## config.mk

```make
export PLATFORM = sky130hd
export DESIGN_NAME = cam_config
export DESIGN_NICKNAME = d
export VERILOG_FILES = /design/src/rtl/cam_config.sv
export SDC_FILE = /design/constraint.sdc
export NUM_CORES = 1
export LEC_CHECK = 0
export ABC_AREA = 0
export BUFFER_PORTS_ARGS = -buffer_cell sky130_fd_sc_hd__buf_4
export CAP_MARGIN = 20
export CORE_MARGIN = 2
export CORE_UTILIZATION = 50
export DETAILED_ROUTE_END_ITERATION = 8
export PLACE_DENSITY = 0.74
export SYNTH_ARGS = -nofsm -noshare
export SYNTH_HDL_FRONTEND = slang
export SYNTH_SLANG_ARGS = --single-unit
```

## constraint.sdc

```tcl
create_clock -name i_clk -period 4 [get_ports i_clk]
set_clock_uncertainty 0.05 [all_clocks]
set_input_delay 0.8 -clock i_clk [delete_from_list [all_inputs] [get_ports i_clk]]
set_output_delay 0.8 -clock i_clk [all_outputs]
set_load 0.02 [all_outputs]
```

## src/rtl/cam_config.sv

```systemverilog
// Walks the OV7670 register ROM and issues one SCCB write per {reg,value} entry.
// Handles the 0xFFF0 pause marker and stops at the 0xFFFF end marker.
module cam_config #(
    parameter int CLK_F    = 25_000_000,
    parameter int DELAY_MS = 10
) (
    input  logic        i_clk,
    input  logic        i_rst,
    input  logic        i_start,
    output logic [7:0]  o_rom_addr,
    input  logic [15:0] i_rom_data,
    output logic        o_sccb_start,
    output logic [7:0]  o_sccb_addr,
    output logic [7:0]  o_sccb_data,
    input  logic        i_sccb_ready,
    output logic        o_done
);

    localparam int DELAY_CYCLES = CLK_F / 1000 * DELAY_MS;
    localparam int CNT_W = (DELAY_CYCLES > 1) ? $clog2(DELAY_CYCLES) : 1;
    localparam logic [CNT_W-1:0] CNT_MAX = CNT_W'(DELAY_CYCLES - 1);

    typedef enum logic [3:0] {
        IDLE,
        FETCH,
        DECODE,
        SEND,
        WAIT_LO,
        WAIT_HI,
        DELAY,
        NEXT,
        DONE
    } state_t;

    state_t           state;
    logic [CNT_W-1:0] delay_cnt;

    // The start pulse defaults low every cycle, so it can only last one cycle.
    always_ff @(posedge i_clk) begin
        if (i_rst) begin
            state        <= IDLE;
            o_rom_addr   <= 8'h00;
            o_sccb_start <= 1'b0;
            o_sccb_addr  <= 8'h00;
            o_sccb_data  <= 8'h00;
            o_done       <= 1'b0;
            delay_cnt    <= '0;
        end else begin
            o_sccb_start <= 1'b0;
            case (state)
                IDLE: begin
                    if (i_start) begin
                        o_rom_addr <= 8'h00;
                        state      <= FETCH;
                    end
                end
                FETCH: begin
                    state <= DECODE;
                end
                DECODE: begin
                    if (i_rom_data == 16'hFFFF) begin
                        o_done <= 1'b1;
                        state  <= DONE;
                    end else if (i_rom_data == 16'hFFF0) begin
                        delay_cnt <= '0;
                        state     <= DELAY;
                    end else begin
                        o_sccb_addr <= i_rom_data[15:8];
                        o_sccb_data <= i_rom_data[7:0];
                        state       <= SEND;
                    end
                end
                SEND: begin
                    if (i_sccb_ready) begin
                        o_sccb_start <= 1'b1;
                        state        <= WAIT_LO;
                    end
                end
                WAIT_LO: begin
                    if (!i_sccb_ready) begin
                        state <= WAIT_HI;
                    end
                end
                WAIT_HI: begin
                    if (i_sccb_ready) begin
                        state <= NEXT;
                    end
                end
                DELAY: begin
                    if (delay_cnt == CNT_MAX) begin
                        state <= NEXT;
                    end else begin
                        delay_cnt <= delay_cnt + 1'b1;
                    end
                end
                // Address 255 is the last ROM slot; finish rather than wrap.
                NEXT: begin
                    if (o_rom_addr == 8'hFF) begin
                        o_done <= 1'b1;
                        state  <= DONE;
                    end else begin
                        o_rom_addr <= o_rom_addr + 8'h01;
                        state      <= FETCH;
                    end
                end
                DONE: begin
                    if (i_start) begin
                        o_done     <= 1'b0;
                        o_rom_addr <= 8'h00;
                        state      <= FETCH;
                    end
                end
                default: begin
                    state <= IDLE;
                end
            endcase
        end
    end

endmodule

```

==> metrics.yaml, run 1 <==
cts:
  postCtsHoldBufs: 0
  htree_levels: 2
  cts-resized-gates: 0
  post-cts-setup-buffers: 0
  cts_sinks: 48
  cts_buffer_depth: 2
  clk_pin_slew_ns: 0.09
  worstSkewPairLatency_ns: 0.31
  cts_root_buf: "clkbuf_8"
  cts_tree: "yes"
  cts_made_buffers: 5
cells_and_area:
  final_net_count: 349
  antennaDiodeCount: 0
  nFillCells: 463
  register_area_um2: 961
  fin_area_um2: 2930
  multi_input_comb_area_um2: 1420
  drive_gt1_share_pct: 21.6
  syn2layout_area_growth_pct: 19.0
  instances_no_fill: 395
  final_util_pct: 62.1
placed_design:
  dp.cells: 387
  place_ws_ns: 1.58
  portBuffers: 45
  hpwl_um: 3980
  gp_congestion: 0.908
  dpl_cell_area_um2: 2840
floorplanning:
  die_width_um: 74.2
  boundaryPins: 46
  die_h_um: 74.2
  core_area_um2: 4720
  fp-row-count: 25
  initial_core_util_pct: 52.2
  die_area_um2: 5510
sta:
  timing.setup.tns_ns: 0
  hold_viol: 0
  tightest_slew_ns: 0.658
  rsz0062_at_grt: "false"
  setup_ws_ns: 1.79
  fin_crit_ns: 2.21
  fmax_mhz: 452
  relSlewSlack_pct: 55.8
  timing.final.crit_share_pct: 55.4
  setup_viol: 0
  drv_slew: 0
drt:
  detail-route-antenna-nets: 0
  routed_wl_um: 5440
  post-route-drc-count: 0
  vias: 2211
  drtIter0Drc: 269
  drt-pass1-iter-count: 4
  vias_per_cell: 5.60
  wl_per_cell_um: 13.8
pwr:
  pwr-share-comb_pct: 26.9
  power_leakage_nw: 0.987
  p_seq_share_pct: 47.5
  p_sw_mw: 0.388
  p_int_mw: 0.805
  clkPwrFrac_pct: 25.7
  peakVddDrop_v: 0.000278
  switching_share_pct: 32.5
  powerDensity_nw_per_um2: 406
yosys:
  seq_area_frac_synth_pct: 39.0
  async_reset_ff_share_pct: 0
  synth_cell_types: 54
  yosysWarnings: 0
  synth_top_area_share_pct: 39.0
  synth_edf_count: 0
  syn_avg_cell_area_um2: 8.65
  synthesis.nets: 307
  synth_common_cells: "dfxtp_1, nor2_1, nand2_1"
  synth_top_cell_by_area: "dfxtp_1"
  synthFlopType: "dfxtp_1"
  netlist_instances: 285
  yosys-top-cells-area: "dfxtp_1, mux2i_1, nor2_1"
  yosysMostFrequentCell: "dfxtp_1"
  ys_seq_elements: 48
  synth_area_um2: 2460
critical_path:
  criticalPathCategory: "register to register"
  start_kind: "register"
  cp_cell_sequence: "nor2b_1 > nand2_1 > a21oi_2 > buf_4 > mux2i_1 > nor2_1"
  cp_num_buf_inv: 1
  cp_slowest_cell: "dfxtp_1"
  required_ns: 4.14
  cp-end-kind: "register"
  arrival_ns: 2.35
  critPathMaxFanout: 13
  critical_path.top_delay_family: "flip-flops"
  cpPeakStageDelay_ns: 0.57
global_route:
  grt_first_pass_wirelength_um: 9010
  antenna_found_initial: 0
  grt_pass1_vias: 2028
  grt_util_all_layers_pct: 20.8
  grt_remaining_overflow: 0
  grt_max_degree: 35
worst_hold_path:
  min_path_type: "register to register"
run:
  max_cap_viol_count: 0
run_status:
  status: "complete, no violations"
-- worst paths after layout --
kind,start,end,slack (ns),cells past startpoint
worst max register to register,state[1]$_SDFFE_PP0P_,o_sccb_addr[1]$_SDFFE_PP0P_,1.79,6
worst min-delay path,o_done$_SDFFE_PP0P_,o_done$_SDFFE_PP0P_,0.41,2
worst min register to register,o_done$_SDFFE_PP0P_,o_done$_SDFFE_PP0P_,0.41,2
worst max-delay path,state[1]$_SDFFE_PP0P_,o_sccb_addr[1]$_SDFFE_PP0P_,1.79,6
-- worst reg2reg max path, stage by stage (launching register included) --
cell     delay, ns
dfxtp_1       0.57
nor2b_1       0.33
nand2_1       0.13
a21oi_2       0.44
buf_4         0.31
mux2i_1       0.22
nor2_1        0.06
-- cells in the final DEF (no fill, tap or decap), drive strengths merged, types with 2 or more instances in the layout --
cell     instances
dfxtp           48
nor3            10
o21ai            8
nand2b           3
a211oi           4
clkbuf           7
nor4             3
o211ai           5
nand3           19
and4             2
xnor2            7
mux2i           17
nand4            8
o2111ai          2
inv              8
a21oi           18
a31oi            7
a311oi           6
nor2b            3
buf             46
ha               2
o31ai            4
o21a             2
nand2           27
and2             3
nor2            37
or3              5
a21boi           2
-- cells by family after synthesis --
logic type               share of synthesized area (%)
adder cells (fa/ha/maj)                           1.02
multiplexers                                      6.90
AO/OA/AOI/OAI                                     19.7
buffers and inverters                             3.55
flip-flops                                        39.0
AND/OR/NAND/NOR                                   27.4
XOR/XNOR                                          2.49
-- per-stage QoR --
stage	power [mW]	hold WS, ns
6_report	1.19	0.412
2_1_floorplan	0.801	0.415
4_1_cts	1.20	0.415
5_1_grt	1.26	0.450
3_5_place_dp	0.895	0.402
3_3_place_gp	0.891	0.395
-- cell type report --
| cell class | count | area share [%] |
|---|---|---|
| Multi-Input combinational cell | 217 | 48.3 |
| Timing Repair Buffer | 46 | 11.8 |
| Clock buffer | 7 | 2.94 |
| Clock inverter | 1 | 0.256 |
| Sequential cell | 48 | 32.8 |
| Inverter | 9 | 1.15 |
| Tap cell | 67 | 2.86 |
-- power groups by stage --
stage | Clock [mW] | Combinational (mW) | Sequential, mW
floorplan | 0 | 0.215 | 0.586
global route | 0.328 | 0.356 | 0.575
detailed placement | 0 | 0.321 | 0.574
finish | 0.306 | 0.320 | 0.566
CTS | 0.312 | 0.322 | 0.565
global placement | 0 | 0.316 | 0.575
-- sequential cells by signal, summed over array words and instances (netlist names) --
register,cells
delay_cnt,18
o_rom_addr,8
o_sccb_addr,8
o_sccb_data,8
state,4
o_done,1
o_sccb_start,1
-- routing by layer --
layer | vias up | global-route usage (%) | share of wire (%)
li1 | 1139 | - | -
met1 | 1015 | 29.2 | 50
met2 | 49 | 31.9 | 43
met3 | 8 | 4.61 | 5.2
met4 | 0 | 6.55 | 1.3
met5 | - | 0 | 0
No activity file was read; power rests on OpenSTA's default activity.
==> run 2, diff against run 1 <==
--- a/config.mk
+++ b/config.mk
@@ -11,7 +11,7 @@
 export CORE_MARGIN = 2
 export CORE_UTILIZATION = 50
 export DETAILED_ROUTE_END_ITERATION = 8
-export PLACE_DENSITY = 0.74
+export PLACE_DENSITY = 0.77
 export SYNTH_ARGS = -nofsm -noshare
 export SYNTH_HDL_FRONTEND = slang
 export SYNTH_SLANG_ARGS = --single-unit
==> constraint.sdc (replaced) <==
create_clock -name i_clk -period 1.9 [get_ports i_clk]
set_clock_uncertainty 0.05 [all_clocks]
set_input_delay 0.38 -clock i_clk [delete_from_list [all_inputs] [get_ports i_clk]]
set_output_delay 0.38 -clock i_clk [all_outputs]
set_load 0.02 [all_outputs]
==> run 2 against run 1 <==
Effect of this change:
- worst setup slack lost 1.7 ns
- routed wire length increased by 4.7%
- non-clock buffer count grew 25
- flip-flop and latch count unchanged
- first-iteration DRC count increased by 11%
- register-to-register slack worse by 1.7 ns
- highest routed layer unchanged
- cell area increased by 7.3%
- utilization up 4.6 points
==> metrics.yaml, run 2 (same netlist as run 1, synthesis figures left out) <==
run_status:
  status: "complete, no violations"
placed_design:
  gp_congestion: 0.868
  hpwl_um: 4310
  dpl_cell_area_um2: 3030
  portBuffers: 45
  dp.cells: 411
pwr:
  pwr-share-comb_pct: 30.7
  finalPower_mw: 2.61
  powerDensity_nw_per_um2: 829
  p_sw_mw: 0.848
  p_int_mw: 1.76
  p_seq_share_pct: 44.2
  peakVddDrop_v: 0.000650
  power_leakage_nw: 1.11
  switching_share_pct: 32.5
  clkPwrFrac_pct: 25.1
cts:
  cts_sinks: 48
  cts_root_buf: "clkbuf_8"
  clk_pin_slew_ns: 0.09
  htree_levels: 2
  cts_made_buffers: 5
  cts_buffer_depth: 2
  cts_tree: "yes"
  worstSkewPairLatency_ns: 0.32
  postCtsHoldBufs: 0
floorplanning:
  boundaryPins: 46
  core_area_um2: 4720
  die_area_um2: 5510
  die_width_um: 74.2
  initial_core_util_pct: 52.2
  die_h_um: 74.2
  fp-row-count: 25
sta:
  tightest_slew_ns: 0.595
  fmax_mhz: 553
  timing.setup.tns_ns: 0
  fin_crit_ns: 1.81
  timing.final.crit_share_pct: 95.2
  hold_viol: 0
  relSlewSlack_pct: 60.3
  rsz0062_at_grt: "true"
  setup_viol: 0
  drv_slew: 0
critical_path:
  cp-end-kind: "register"
  arrival_ns: 1.99
  critPathMaxFanout: 6
  cp_slowest_cell: "or3_4"
  cpPeakStageDelay_ns: 0.37
  start_kind: "register"
  criticalPathCategory: "register to register"
  required_ns: 2.08
  cp_cell_sequence: "ha_1 > nand3_2 > or3_4 > o21ai_4 > nand2_4 > a311oi_2"
drt:
  routed_wl_um: 5690
  wl_per_cell_um: 13.6
  detail-route-antenna-nets: 0
  drtIter0Drc: 298
  vias: 2319
  drt-pass1-iter-count: 4
  vias_per_cell: 5.52
  post-route-drc-count: 0
cells_and_area:
  largest_reg_flops: 18
  final_net_count: 374
  nFillCells: 378
  antennaDiodeCount: 0
  instances_no_fill: 420
  top_register: "delay_cnt"
  syn2layout_area_growth_pct: 27.8
  fin_area_um2: 3150
  drive_gt1_share_pct: 28.0
  layout_commonest_cell: "buf_4"
  final_cell_mix: "buf_4, dfxtp_1, nor2_1"
worst_hold_path:
  min_path_type: "input pin to register"
global_route:
  antenna_found_initial: 0
  grt_pass1_vias: 2029
  grt_util_all_layers_pct: 21.7
  grt_first_pass_wirelength_um: 9380
  grt_max_degree: 20
  grt_remaining_overflow: 0
run:
  max_cap_viol_count: 0
run 2: final timing paths:
kind | from | end | slack (ns) | cells past startpoint
hold reg to reg | o_done$_SDFFE_PP0P_ | o_done$_SDFFE_PP0P_ | 0.41 | 2
hold / removal | i_rom_data[13] | o_sccb_addr[5]$_SDFFE_PP0P_ | 0.25 | 3
setup reg to reg | delay_cnt[0]$_SDFFE_PP0P_ | delay_cnt[7]$_SDFFE_PP0P_ | 0.09 | 6
setup / recovery | delay_cnt[0]$_SDFFE_PP0P_ | delay_cnt[7]$_SDFFE_PP0P_ | 0.09 | 6
run 2: final cells by class:
cell class	instances	area (um^2)	area share, %
multi-input combinational	217	1430	45.3
timing repair buffer	71	546	17.3
tap	67	83.8	2.66
inverter	9	33.8	1.07
clock inverter	2	15.0	0.477
sequential	48	963	30.6
clock buffer	6	82.6	2.62
run 2: worst max-delay path, delay by kind of cell (launching register included):
kind / cells / cell delay (ns)
fa+ha+maj: 1 / 0.19
flops: 1 / 0.36
simple gates: 3 / 0.59
compound gates: 2 / 0.53
run 2: per-layer routing:
layer / routed length (um) / global-route usage (%) / part of all wire, % / up-vias
met4: 79 / 7.74 / 1.4 / 0
met2: 2410 / 31.1 / 42 / 65
li1: - / - / - / 1176
met5: 0 / 0 / 0 / -
met3: 308 / 4.88 / 5.4 / 7
met1: 2890 / 32.0 / 51 / 1071
run 2: repair_timing:
action,4_1_cts,5_1_grt
buffers inserted,0,1
endpoints found under the setup margin,0,11
gates resized for setup,0,3
run 2: power groups by stage:
| stage | registers (mW) | logic (mW) | clock network (mW) |
|---|---|---|---|
| after global routing | 1.16 | 0.876 | 0.697 |
| after CTS | 1.15 | 0.801 | 0.668 |
| final | 1.15 | 0.801 | 0.655 |
| after detailed placement | 1.17 | 0.799 | 0 |
| after global placement | 1.17 | 0.790 | 0 |
| after floorplan | 1.23 | 0.452 | 0 |
run 2: per-stage QoR:
step                      hold slack, ns  util, %  setup WS (ns)
final                              0.252     66.7         0.0907
after global routing               0.260     66.7        -0.0135
after CTS                          0.251     66.3         0.0201
after floorplan                    0.415        -          0.116
after global placement             0.397     64.2         0.0821
after detailed placement           0.402     64.2         0.0320
==> run 3, diff against run 2 <==
--- a/config.mk
+++ b/config.mk
@@ -10,7 +10,9 @@
 export CAP_MARGIN = 20
 export CORE_MARGIN = 2
 export CORE_UTILIZATION = 50
+export CTS_BUF_LIST = sky130_fd_sc_hd__clkbuf_8 sky130_fd_sc_hd__clkbuf_16
 export DETAILED_ROUTE_END_ITERATION = 8
+export GPL_TIMING_DRIVEN = 0
 export PLACE_DENSITY = 0.77
 export SYNTH_ARGS = -nofsm -noshare
 export SYNTH_HDL_FRONTEND = slang
==> run 3 against run 2 <==
Effect of this change:
- hold slack better by 0.0025 ns
- non-clock buffer count down 9
- largest cell class unchanged
- clock power up 38%
- cell area down 0.72%
- highest routed layer unchanged
- count of clock-buffer cells in the layout down 1
- die area unchanged
- final cell count down 2.1%
- global-route usage about the same
- routed wire length up 0.76%
- power up 9.2%
- flip-flop and latch count unchanged
- critical path type unchanged
==> metrics.yaml, run 3 (same netlist as run 1, synthesis figures left out) <==
floorplanning:
  die_area_um2: 5510
  boundaryPins: 46
  core_area_um2: 4720
  die_width_um: 74.2
  initial_core_util_pct: 52.2
  die_h_um: 74.2
  fp-row-count: 25
placed_design:
  dpl_cell_area_um2: 2880
  gp_congestion: 0.871
  place_ws_ns: -0.123
  dp.cells: 396
  portBuffers: 44
  hpwl_um: 4150
cts:
  cts_root_buf: "clkbuf_8"
  cts_buffer_depth: 2
  cts_tree: "yes"
  cts_made_buffers: 5
  cts_sinks: 48
  postCtsHoldBufs: 0
  htree_levels: 2
  worstSkewPairLatency_ns: 0.31
  clk_pin_slew_ns: 0.10
cells_and_area:
  final_util_pct: 66.2
  drive_gt1_share_pct: 25.9
  final_cell_mix: "buf_4, dfxtp_1, nor2_1"
  antennaDiodeCount: 0
  final_net_count: 365
  register_area_um2: 966
  nFillCells: 379
  multi_input_comb_area_um2: 1460
  layout_commonest_cell: "buf_4"
  instances_no_fill: 411
  syn2layout_area_growth_pct: 26.9
  fin_area_um2: 3130
  largest_reg_flops: 18
  top_register: "delay_cnt"
critical_path:
  rr_endpoint: "delay_cnt[16]$_SDFFE_PP0P_"
  critPathMaxFanout: 7
  start_kind: "register"
  arrival_ns: 2.01
  criticalPathCategory: "register to register"
  r2r_setup_slack_ns: 0.07
  cp-end-kind: "register"
  timing.rr.start: "delay_cnt[0]$_SDFFE_PP0P_"
  required_ns: 2.08
  r2r_cells: 7
drt:
  drt-pass1-iter-count: 4
  routed_wl_um: 5730
  wl_per_cell_um: 14.0
  wl_met2_um: 2530
  vias: 2287
  vias_per_cell: 5.56
  wl_met3_um: 321
  dr.max_layer_used: "met4"
  drtIter0Drc: 169
  post-route-drc-count: 0
  met1_length_um: 2780
  detail-route-antenna-nets: 0
sta:
  tightest_slew_ns: 0.518
  relSlewSlack_pct: 65.5
  rsz0062_at_grt: "false"
  drv_slew: 0
  setup_viol: 0
  fmax_mhz: 547
  setup_ws_ns: 0.0708
  timing.final.crit_share_pct: 96.3
  fin_crit_ns: 1.83
  hold_viol: 0
worst_hold_path:
  hold_end: "o_sccb_addr[4]$_SDFFE_PP0P_"
  worst_hold_startpoint: "i_rom_data[12]"
  hold_path_depth: 3
  min_path_type: "input pin to register"
global_route:
  grt_first_pass_wirelength_um: 9380
  grt_max_degree: 17
  grt_remaining_overflow: 0
  grt_pass1_vias: 2073
  antenna_found_initial: 0
  grt_util_all_layers_pct: 21.7
run_status:
  status: "complete, no violations"
pwr:
  power_leakage_nw: 1.09
  peakVddDrop_v: 0.000591
  powerDensity_nw_per_um2: 911
run:
  max_cap_viol_count: 0
[run 3: cell count changes in the layout (fill, tap and decap cells not counted), moves of 2 or more]
cell,before,now
buf_4,70,50
buf_6,0,2
clkinvlp_4,2,0
clkbuf_1,0,5
buf_2,0,4
bufinv_16,0,2
[run 3: timing repair]
action | CTS | global route
setup buffers | 2 | 5
pin swaps | 1 | 2
setup endpoints to repair | 14 | 25
gates resized for setup | 4 | 10
gates cloned | 0 | 0
[run 3: worst max-delay path by stage]
stage	startpoint	end	depth (start not counted)
floorplan	delay_cnt[0]$_SDFFE_PP0P_	delay_cnt[8]$_SDFFE_PP0P_	6
global placement	delay_cnt[0]$_SDFFE_PP0P_	delay_cnt[13]$_SDFFE_PP0P_	6
detailed placement	delay_cnt[0]$_SDFFE_PP0P_	delay_cnt[5]$_SDFFE_PP0P_	6
CTS	state[1]$_SDFFE_PP0P_	o_sccb_data[7]$_SDFFE_PP0P_	6
global route	state[1]$_SDFFE_PP0P_	delay_cnt[16]$_SDFFE_PP0P_	5
finish	delay_cnt[0]$_SDFFE_PP0P_	delay_cnt[16]$_SDFFE_PP0P_	7
[run 3: area by class of cell]
| class | count | area share, % |
|---|---|---|
| plain buffers | 11 | 1.76 |
| clock buffers | 5 | 2.20 |
| clock inverters | 3 | 2.20 |
| inverters | 9 | 1.08 |
| multi-input cells | 217 | 46.8 |
| flip-flops and latches | 48 | 30.9 |
| well taps | 67 | 2.68 |
| repair buffers | 51 | 12.4 |
[run 3: per-stage QoR]
step	total power, mW	TNS (ns)	hold slack (ns)
2_1_floorplan	1.69	0	0.415
3_3_place_gp	1.90	-0.300	0.398
3_5_place_dp	1.91	-0.882	0.406
4_1_cts	2.80	0	0.254
5_1_grt	2.99	0	0.264
6_report	2.85	0	0.254
[run 3: report_power, final]
group	total [mW]	leakage, nW	switching (mW)	internal, mW
sequential	1.14	0.389	0.0480	1.09
clock	0.901	0.0687	0.371	0.530
combinational	0.811	0.635	0.444	0.367
[run 3: metal layers]
metal  vias to the layer above  global-route usage [%]
met5                         -                       0
met4                         0                    6.35
met3                         9                    6.10
met2                        58                    32.2
met1                      1058                    30.8
li1                       1162                       -
[run 3: worst max-delay path: stages, from the launching register on]
cell      delay (ns)
dfxtp_4         0.39
ha_4            0.14
nand3_2         0.11
or3_4           0.39
o21ai_4         0.18
buf_4           0.18
nand3_4         0.12
o221ai_1        0.21
